$ cat src/rtl/seq_divider.sv
// rtl/seq_divider.sv - multi-cycle radix-2 restoring divider with start/ready handshake
module seq_divider #(
    parameter int WIDTH = 32
) (
    input  logic               clk,
    input  logic               rst,
    input  logic               signed_div,
    input  logic [WIDTH-1:0]   opdata1,
    input  logic [WIDTH-1:0]   opdata2,
    input  logic               start,
    input  logic               annul,
    output logic [2*WIDTH-1:0] result,
    output logic               ready
);

    localparam int CW = $clog2(WIDTH) + 1;

    typedef enum logic [1:0] {
        IDLE   = 2'd0,
        BYZERO = 2'd1,
        BUSY   = 2'd2,
        DONE   = 2'd3
    } state_t;

    state_t             state_q, state_d;
    logic [CW-1:0]      cnt_q, cnt_d;
    logic [WIDTH-1:0]   rem_q, rem_d;
    // Holds the (absolute) dividend while shifting out and collects quotient bits
    // in from the LSB; in the divide-by-zero path it holds the raw dividend.
    logic [WIDTH-1:0]   dividend_q, dividend_d;
    logic [WIDTH-1:0]   divisor_q, divisor_d;
    logic               signed_q, signed_d;
    logic               sign1_q, sign1_d;
    logic               sign2_q, sign2_d;
    logic [2*WIDTH-1:0] result_q, result_d;
    logic               ready_q, ready_d;

    logic [WIDTH:0]     shifted;
    logic               ge;
    logic [WIDTH-1:0]   sub;
    logic [WIDTH-1:0]   quot_next;
    logic [WIDTH-1:0]   rem_next;
    logic [WIDTH-1:0]   quot_fix;
    logic [WIDTH-1:0]   rem_fix;
    logic [WIDTH-1:0]   abs1;
    logic [WIDTH-1:0]   abs2;

    // One restoring step plus sign fixup of the final values.
    always_comb begin
        shifted   = {rem_q, dividend_q[WIDTH-1]};
        ge        = (shifted >= {1'b0, divisor_q});
        // When ge holds the true difference is below 2^WIDTH, so WIDTH bits suffice.
        sub       = shifted[WIDTH-1:0] - divisor_q;
        rem_next  = ge ? sub : shifted[WIDTH-1:0];
        quot_next = {dividend_q[WIDTH-2:0], ge};
        quot_fix  = (signed_q && (sign1_q ^ sign2_q)) ? (~quot_next + 1'b1) : quot_next;
        rem_fix   = (signed_q && sign1_q) ? (~rem_next + 1'b1) : rem_next;
        abs1      = (signed_div && opdata1[WIDTH-1]) ? (~opdata1 + 1'b1) : opdata1;
        abs2      = (signed_div && opdata2[WIDTH-1]) ? (~opdata2 + 1'b1) : opdata2;
    end

    // Next-state and output logic; annul beats iteration and completion.
    always_comb begin
        state_d    = state_q;
        cnt_d      = cnt_q;
        rem_d      = rem_q;
        dividend_d = dividend_q;
        divisor_d  = divisor_q;
        signed_d   = signed_q;
        sign1_d    = sign1_q;
        sign2_d    = sign2_q;
        result_d   = result_q;
        ready_d    = ready_q;
        case (state_q)
            IDLE: begin
                if (start && !annul) begin
                    signed_d = signed_div;
                    sign1_d  = opdata1[WIDTH-1];
                    sign2_d  = opdata2[WIDTH-1];
                    if (opdata2 == '0) begin
                        state_d    = BYZERO;
                        dividend_d = opdata1;
                        divisor_d  = '0;
                    end else begin
                        state_d    = BUSY;
                        cnt_d      = '0;
                        rem_d      = '0;
                        dividend_d = abs1;
                        divisor_d  = abs2;
                    end
                end
            end
            BYZERO: begin
                if (annul) begin
                    state_d  = IDLE;
                    ready_d  = 1'b0;
                    result_d = '0;
                end else begin
                    state_d  = DONE;
                    ready_d  = 1'b1;
                    result_d = {dividend_q, {WIDTH{1'b1}}};
                end
            end
            BUSY: begin
                if (annul) begin
                    state_d  = IDLE;
                    ready_d  = 1'b0;
                    result_d = '0;
                end else begin
                    rem_d      = rem_next;
                    dividend_d = quot_next;
                    cnt_d      = cnt_q + 1'b1;
                    if (cnt_q == CW'(WIDTH - 1)) begin
                        state_d  = DONE;
                        ready_d  = 1'b1;
                        result_d = {rem_fix, quot_fix};
                    end
                end
            end
            DONE: begin
                if (annul || !start) begin
                    state_d  = IDLE;
                    ready_d  = 1'b0;
                    result_d = '0;
                end
            end
            default: begin
                state_d  = IDLE;
                ready_d  = 1'b0;
                result_d = '0;
            end
        endcase
    end

    // State register with synchronous reset that overrides everything.
    always_ff @(posedge clk) begin
        if (rst) begin
            state_q    <= IDLE;
            cnt_q      <= '0;
            rem_q      <= '0;
            dividend_q <= '0;
            divisor_q  <= '0;
            signed_q   <= 1'b0;
            sign1_q    <= 1'b0;
            sign2_q    <= 1'b0;
            result_q   <= '0;
            ready_q    <= 1'b0;
        end else begin
            state_q    <= state_d;
            cnt_q      <= cnt_d;
            rem_q      <= rem_d;
            dividend_q <= dividend_d;
            divisor_q  <= divisor_d;
            signed_q   <= signed_d;
            sign1_q    <= sign1_d;
            sign2_q    <= sign2_d;
            result_q   <= result_d;
            ready_q    <= ready_d;
        end
    end

    assign result = result_q;
    assign ready  = ready_q;

endmodule
$ cat config.mk
export PLATFORM = sky130hd
export DESIGN_NAME = seq_divider
export DESIGN_NICKNAME = d
export VERILOG_FILES = /design/src/rtl/seq_divider.sv
export SDC_FILE = /design/constraint.sdc
export NUM_CORES = 1
export LEC_CHECK = 0
export ABC_AREA = 1
export BUFFER_PORTS_ARGS = -buffer_cell sky130_fd_sc_hd__buf_2
export CAP_MARGIN = 15
export CELL_PAD_IN_SITES_DETAIL_PLACEMENT = 0
export CELL_PAD_IN_SITES_GLOBAL_PLACEMENT = 1
export CORE_UTILIZATION = 46
export CTS_BUF_LIST = sky130_fd_sc_hd__clkbuf_4 sky130_fd_sc_hd__clkbuf_8
export CTS_CLUSTER_SIZE = 14
export DETAILED_ROUTE_END_ITERATION = 10
export HOLD_SLACK_MARGIN = 0.08
export PLACE_DENSITY_LB_ADDON = 0.1
export SYNTH_ARGS = -nofsm -noshare
export SYNTH_HDL_FRONTEND = slang
export SYNTH_SLANG_ARGS = --single-unit
$ cat constraint.sdc
create_clock -name clk -period 6.3 [get_ports clk]
set_input_delay 1.575 -clock clk [delete_from_list [all_inputs] [get_ports clk]]
set_output_delay 1.575 -clock clk [all_outputs]
set_load 0.005 [all_outputs]
* Word level (Yosys, flattened, before mapping) *
Index checks and enable logic that the tools add are counted.

storage, ports and cells
  flip-flop bits (word level) = 172
  bits in latches = 0
  RAM bits = 0
  ROM bits = 0
  input bits = 69
  output and inout port bits = 65
  memories = 0

operators by class
  $add $sub $neg = 6
  $mul = 0
  divide/modulo/power cells = 0
  magnitude comparators = 1
  eq/ne operators = 9
  shift-type cells = 0
  mux-type cells = 35
  bitwise gates (word level) = 5
  reductions and logical operators = 17

operators by type and width
  kind                     number
  $mux W32                 12
  $mux W64                 4
  $pmux W64 S3             1
  $add A32 B1 Y32 const B  4
  $not A32 Y32             4
  $pmux W32 S2             2
  $ge A33 B32 Y1           1
  $logic_not A32 Y1        1
  $sub A32 B32 Y32         1
  $mux W6                  3
  $mux W2                  6
  $pmux W6 S2              1
  $reduce_and A3 Y1        3
  $ne A2 B2 Y1 const B     4
  $pmux W2 S4              1
  $add A6 B1 Y6 const B    1
  $eq A6 B5 Y1 const B     1
  $logic_and A1 B1 Y1      5
  $eq A2 B2 Y1 const B     2
  $mux W1                  4
  $reduce_and A4 Y1        1
  $ne A3 B3 Y1 const B     1
  $pmux W1 S3              1
  $reduce_bool A3 Y1       1
  other kinds (7)          8

* Depth between registers and ports, before layout *
Gate-level depths: netlist of run 1.

  depth after elaboration = 8
  gate-level depth with buffers = 29

* Least setup slack after synthesis of run 1 *
No wires, ideal clock.

  path type = input-to-reg
  start point = input port opdata2[1]
  end point = register rem_q[0]
  arrival time = 3,521 ps
  required time = 6,230 ps
  setup slack = 2,709 ps
  cell stages on the path = 16
  buffers on the path = 2
  cells stage by stage = inv_1 ha_1 inv_1 nor2_1 nand3_1 nor3_1 nand2_1 nor3_1 nand4_1 nor3b_1 a21oi_1 inv_1 buf_2 buf_2 nand2_1 a21oi_1

between the ends
  word-level cells in the longest chain between the ends = 3

ends and longest elaborated chain
  item                         line  text
  from (decl)                  9     input logic [WIDTH-1:0] opdata2,
  $logic_not A32 Y1            80    if (opdata2 == '0) begin
  $ne A2 B2 Y1 (no line)       -
  $reduce_and A4 Y1 (no line)  -
  to (signal assigned)         151   rem_q <= rem_d;
  to (decl)                    27    logic [WIDTH-1:0] rem_q, rem_d;

No other way between the ends.
A chain may end at the register's enable or synchronous reset.

* Final worst setup path of run 1 *
  start point = register divisor_q[23]
  end point = register result_q[30], in the netlist result[30]

between the ends
  word-level cells in the longest chain between the ends = 7

ends and longest elaborated chain
  item                    line  text
  from (decl)             31    logic [WIDTH-1:0] divisor_q, divisor_d;
  from (signal assigned)  153   divisor_q <= divisor_d;
  $ge A33 B32 Y1          51    ge = (shifted >= {1'b0, divisor_q});
  $not A32 Y32            56    quot_fix = (signed_q && (sign1_q ^ sign2_q)) ? (~quot_next + 1'b1) : quot_next;
  $add A32 B1 Y32         56
  $mux W32                56
  $mux W64                113   if (cnt_q == CW'(WIDTH - 1)) begin
  $mux W64                105   if (annul) begin
  $pmux W64 S3            74    case (state_q)
  to (signal assigned)    157   result_q <= result_d;
  to (decl)               35    logic [2*WIDTH-1:0] result_q, result_d;

No other way between the ends. The select of a mux whose other input is x is not followed.

==> impl_metrics.py, run 1 <==
metrics = {
    "drt": {
        "drt_wl_total_mm": 46.33,
        "drt_iter0_markers": 1395,
        "drtAntennaViolNets": 0,
        "drcViolationCount": 0,
        "vias": 14289,
        "first_pass_iters": 7,
        "vias_per_cell": 5.448,
        "wire_per_inst_um": 17.66,
    },
    "finish": {
        "fin_nets": 2344,
        "syn_to_final_growth_pct": 9.666,
        "antenna-diode-count": 0,
        "seqCellArea_um2": 3443,
        "multiInputGateArea_um2": 8267,
        "fillCellCount": 3028,
        "final_util_pct": 51.40,
        "drive_above_1_share_pct": 12.65,
    },
    "global_route": {
        "busiest_layer": "met2",
        "grt_pass1_vias": 12891,
        "grt_usage_pct": 32.29,
        "grtUsageMet1_pct": 47.43,
        "grt_max_degree": 69,
        "grtUsageMet3_pct": 4.651,
        "met2_usage_pct": 48.95,
        "grt_overflow_total": 0,
        "grt_pass1_wl_mm": 71.99,
        "antenna_found_initial": 1,
    },
    "cts": {
        "clk_latency_ps": 490,
        "cts_made_buffers": 17,
        "cts-root-buf": "clkbuf_8",
        "h-tree-depth": 4,
        "clk_path_buf_depth": 2,
        "cts_sinks": 172,
        "cts_hold_buf": 0,
        "cts_tree": "yes",
        "post_cts_resized": 0,
        "clkTransAtPathRegs_ps": 120,
        "cts_setup_buffers": 0,
    },
    "critical_path": {
        "arrival_ps": 5220,
        "cp_max_fo": 46,
        "rr_worst_depth": 26,
        "critical_path.endpoint_type": "flop",
        "worstReg2RegEnd": "result[30]$_SDFFE_PP0P_",
        "r2r_start": "divisor_q[23]$_SDFFE_PP0P_",
        "cp.required_ps": 6720,
        "cp-start-kind": "flop",
        "rrSetupSlack_ps": 1500,
        "crit_type": "flop to flop",
        "crit_start": "divisor_q[23]$_SDFFE_PP0P_",
    },
    "sta": {
        "timing.hold.ws_ps": 473.3,
        "slew_violations": 0,
        "setup_viol": 0,
        "worst_pin_slew_ps": 863.4,
        "rsz0062_at_grt": "false",
        "tns_ps": 0,
        "fmax_mhz": 208.4,
        "finalCriticalPeriod_ps": 4799,
        "finClkSkew_ps": 24.62,
        "hold_violations": 0,
        "timing.final.ws_setup_ps": 1501,
        "finalCritPeriodShare_pct": 76.18,
        "relSlewSlack_pct": 41.83,
    },
    "synth": {
        "synth_top_area_share_pct": 26.44,
        "synth.distinct_cells": 51,
        "ys_top_cells_by_area": "dfxtp_1 26%, nand2_1 17%, a21oi_1 11%",
        "async_reset_ff_share_pct": 0,
        "avgSynthCellArea_um2": 6.051,
        "synth_edf_count": 0,
        "yosys_warnings": 0,
        "synth_commonest_cells": "576 x nand2_1, 298 x a21oi_1, 234 x inv_1",
        "synth-seq-area-share_pct": 26.44,
        "syn-instance-count": 2152,
        "synth_seq_cells": 172,
        "syn-num-nets": 2263,
        "synth_ff_type": "dfxtp_1",
        "yosysMostFrequentCell": "nand2_1",
        "yosys.area.top_type": "dfxtp_1",
        "syn_area_um2": 13020,
    },
    "die": {
        "num_rows": 61,
        "die_w_um": 170.2,
        "start_util_pct": 46.87,
        "die_area_um2": 28980,
        "io_pins": 134,
        "die_h_um": 170.2,
        "core_um2": 27780,
    },
    "placement": {
        "io_buffer_count": 133,
        "gp_congestion": 1.013,
        "post-dp-hpwl_mm": 36.06,
        "place_ws_ps": 1468,
    },
    "min_path": {
        "holdPathStages": 2,
        "min_path_type": "flop to flop",
        "min-delay-start": "divisor_q[28]$_SDFFE_PP0P_",
        "min_to": "divisor_q[28]$_SDFFE_PP0P_",
    },
    "status": {
        "status": "completed",
    },
    "flow_run": {
        "maxCapViolations": 0,
    },
}
==> cell usage in the layout (no fill, tap or decap), types with 3 or more instances in the layout <==
master | netlist | final
nand2_1 | 576 | 575
a21oi_1 | 298 | 298
inv_1 | 234 | 234
dfxtp_1 | 172 | 172
nor2_1 | 175 | 171
o21ai_0 | 164 | 164
nand3_1 | 144 | 144
buf_2 | 9 | 132
xor2_1 | 41 | 41
ha_1 | 41 | 40
nand2_2 | 29 | 30
nor3_1 | 30 | 28
nand4_1 | 25 | 25
clkbuf_8 | 0 | 17
nor2_2 | 12 | 15
buf_4 | 0 | 15
inv_2 | 12 | 12
xnor2_1 | 12 | 12
nand3b_1 | 11 | 11
or2_2 | 11 | 11
nand3_2 | 9 | 9
nor2_4 | 6 | 7
nor4_1 | 7 | 7
o211ai_1 | 7 | 7
inv_6 | 0 | 6
clkinv_1 | 5 | 5
a21oi_2 | 4 | 4
nand2_4 | 4 | 4
nor3_2 | 2 | 4
o21bai_1 | 4 | 4
inv_8 | 0 | 4
or2_1 | 3 | 3
==> cell families (layout without fill, tap and decap cells) <==
| family | count (synthesis) | count (layout) | share of synthesized area (%) |
|---|---|---|---|
| fa+ha+maj | 42 | 42 | 4.093 |
| mux | 1 | 1 | 0.08647 |
| simple gates | 1056 | 1056 | 35.93 |
| xor+xnor | 53 | 53 | 3.565 |
| compound gates | 492 | 492 | 19.58 |
| flops | 172 | 172 | 26.44 |
| buf+inv | 336 | 429 | 10.30 |
==> critical path, cell delays in order (launching register included) <==
cell	delay (ps)
dfxtp_1	360
inv_1	80
ha_1	370
nand2_1	210
nor2_2	70
nand2_2	80
nor2_1	50
nand3_1	70
nand2_1	90
nor2_4	560
nand2_8	320
inv_2	190
ha_1	210
nand3_1	120
nor2_1	230
nand2_1	110
inv_1	70
nand4_1	80
nor4_1	180
nand3_1	180
nor3_1	360
nand3_1	170
o21ai_0	240
nor2_1	70
nor2_1	90
nand2_1	60
a21oi_1	110
==> through the flow <==
stage / cell area [um^2] / instances
finish: 14280 / 2623
global route: 14280 / 2623
CTS: 14280 / 2623
detailed placement: 13900 / 2592
global placement: 13900 / 2592
floorplan: 13020 / 2152
==> sequential cells by signal, summed over array words and instances (netlist names) <==
name        count
ready           1
divisor_q      32
result         64
signed_q        1
rem_q          32
sign1_q         1
sign2_q         1
state_q         2
cnt_q           6
dividend_q     32
==> area by class of cell <==
class	instances	share of cell area (%)
multi-input combinational	1644	57.89
sequential	172	24.11
inverter	251	6.598
timing repair buffer	147	5.415
tap	378	3.312
clock buffer	17	1.638
clock inverter	14	1.034
==> worst max path at each step <==
stage	to	slack [ps]	depth (start not counted)
2_1_floorplan	rem_q[0]$_SDFFE_PP0P_	2710	16
3_3_place_gp	rem_q[26]$_SDFFE_PP0P_	1480	16
3_5_place_dp	rem_q[4]$_SDFFE_PP0P_	1470	16
4_1_cts	result[30]$_SDFFE_PP0P_	1630	26
5_1_grt	result[30]$_SDFFE_PP0P_	970	26
6_report	result[30]$_SDFFE_PP0P_	1500	26
==> metal layers <==
layer / up-vias / share of wire, %
met2: 520 / 43
met3: 52 / 7.0
met5: - / 0
met1: 6539 / 48
met4: 0 / 2.0
li1: 7178 / -
Power of run 1 is left out: the tool's default activity adds up to more than one toggle a clock period on the data nets, which glitch-free logic cannot reach.
==> inputs of run 2 (changes only) <==
CORE_UTILIZATION = 39   (was 46)
clock period = 4.2 ns   (was 6.3 ns; I/O delays follow)
==> impl_metrics.py, run 2 (synthesized netlist as in run 1, its figures left out) <==
metrics = {
    "status": {
        "status": "completed",
    },
    "sta": {
        "timing.final.ws_setup_ps": 413.7,
        "finalCriticalPeriod_ps": 3786,
        "finalCritPeriodShare_pct": 90.15,
        "slew_violations": 0,
        "relSlewSlack_pct": 25.29,
        "tns_ps": 0,
        "rsz0062_at_grt": "false",
        "setup_viol": 0,
        "fmax_mhz": 264.1,
        "finClkSkew_ps": 20.19,
        "hold_violations": 0,
        "worst_pin_slew_ps": 1121,
    },
    "drt": {
        "vias_per_cell": 5.269,
        "drtAntennaViolNets": 0,
        "drt_wl_total_mm": 48.25,
        "first_pass_iters": 5,
        "wire_per_inst_um": 17.88,
        "drt_iter0_markers": 1259,
        "drcViolationCount": 0,
        "vias": 14220,
    },
    "finish": {
        "final_cell_mix": "575 x nand2_1, 298 x a21oi_1, 234 x inv_1",
        "drive_above_1_share_pct": 13.20,
        "final_common_cell": "nand2_1",
        "largest_reg_flops": 64,
        "fin_area_um2": 14510,
        "fin_cells": 2699,
        "syn_to_final_growth_pct": 11.44,
        "fillCellCount": 3675,
        "fin_nets": 2355,
        "antenna-diode-count": 0,
    },
    "die": {
        "core_um2": 32700,
        "io_pins": 134,
        "start_util_pct": 39.82,
        "num_rows": 66,
        "die_w_um": 184.7,
        "die_h_um": 184.7,
        "die_area_um2": 34120,
    },
    "min_path": {
        "min_path_type": "flop to flop",
    },
    "placement": {
        "place_area_um2": 14080,
        "io_buffer_count": 133,
        "post-dp-hpwl_mm": 37.13,
        "dp_cells": 2667,
        "gp_congestion": 0.9771,
        "place_ws_ps": 78.66,
    },
    "cts": {
        "post_cts_resized": 0,
        "cts-root-buf": "clkbuf_8",
        "cts_setup_buffers": 0,
        "cts_tree": "yes",
        "cts_hold_buf": 0,
        "cts_made_buffers": 17,
        "cts_sinks": 172,
        "clk_latency_ps": 520,
        "clk_path_buf_depth": 2,
        "clkTransAtPathRegs_ps": 110,
        "h-tree-depth": 4,
    },
    "critical_path": {
        "cp.required_ps": 4660,
        "critical_path.endpoint_type": "flop",
        "arrival_ps": 4250,
        "crit_type": "flop to flop",
        "cp-start-kind": "flop",
        "cp_max_fo": 25,
    },
    "global_route": {
        "grt_pass1_wl_mm": 74.16,
        "grt_overflow_total": 0,
        "antenna_found_initial": 0,
        "grt_max_degree": 93,
        "grt_pass1_vias": 13070,
        "grt_usage_pct": 28.63,
    },
    "flow_run": {
        "maxCapViolations": 0,
    },
}
run 2: metrics by stage:
stage | utilization [%] | hold WS (ps)
after floorplan | - | 445.2
after detailed placement | 43.05 | 458.4
after global routing | 44.38 | 493.1
after CTS | 44.35 | 472.0
after global placement | 43.05 | 454.4
final | 44.38 | 471.7
run 2: cell type report:
type,count,area (um^2),share of cell area [%]
flip-flops and latches,172,3443,23.73
inverters,251,942.2,6.493
clock inverters,14,183.9,1.267
multi-input cells,1644,8279,57.05
clock buffers,18,241.5,1.664
repair buffers,158,868.3,5.984
well taps,442,553.0,3.811
run 2: metal layers:
layer | GRT usage (%) | vias up | part of all wire (%)
li1 | - | 7198 | -
met5 | 0 | - | 0
met1 | 42.70 | 6583 | 50
met4 | 6.512 | 0 | 1.4
met2 | 43.61 | 403 | 43
met3 | 3.063 | 36 | 4.9
run 2: path summary, 6_finish.rpt:
check | from | end | slack [ps] | cells after the start
setup / recovery | divisor_q[31]$_SDFFE_PP0P_ | result[50]$_SDFFE_PP0P_ | 410 | 20
hold reg to reg | divisor_q[7]$_SDFFE_PP0P_ | divisor_q[7]$_SDFFE_PP0P_ | 470 | 2
setup reg to reg | divisor_q[31]$_SDFFE_PP0P_ | result[50]$_SDFFE_PP0P_ | 410 | 20
hold / removal | divisor_q[7]$_SDFFE_PP0P_ | divisor_q[7]$_SDFFE_PP0P_ | 470 | 2
run 2: worst max-delay path, stage by stage (launching register included):
cell and delay, ps:
dfxtp_1 350, inv_1 140, ha_1 370, inv_1 70
nor3_1 370, nand2_1 170, nor2_2 240, nand2_8 80
nand2_8 60, buf_4 280, buf_4 350, nand2_1 140
nand2_1 210, nor2_1 80, nand2_1 90, nor2_1 40
nand3_1 100, nand2_2 100, xor2_1 240, nand2_1 90
a21oi_2 120
Power of run 2 is left out for the same reason.
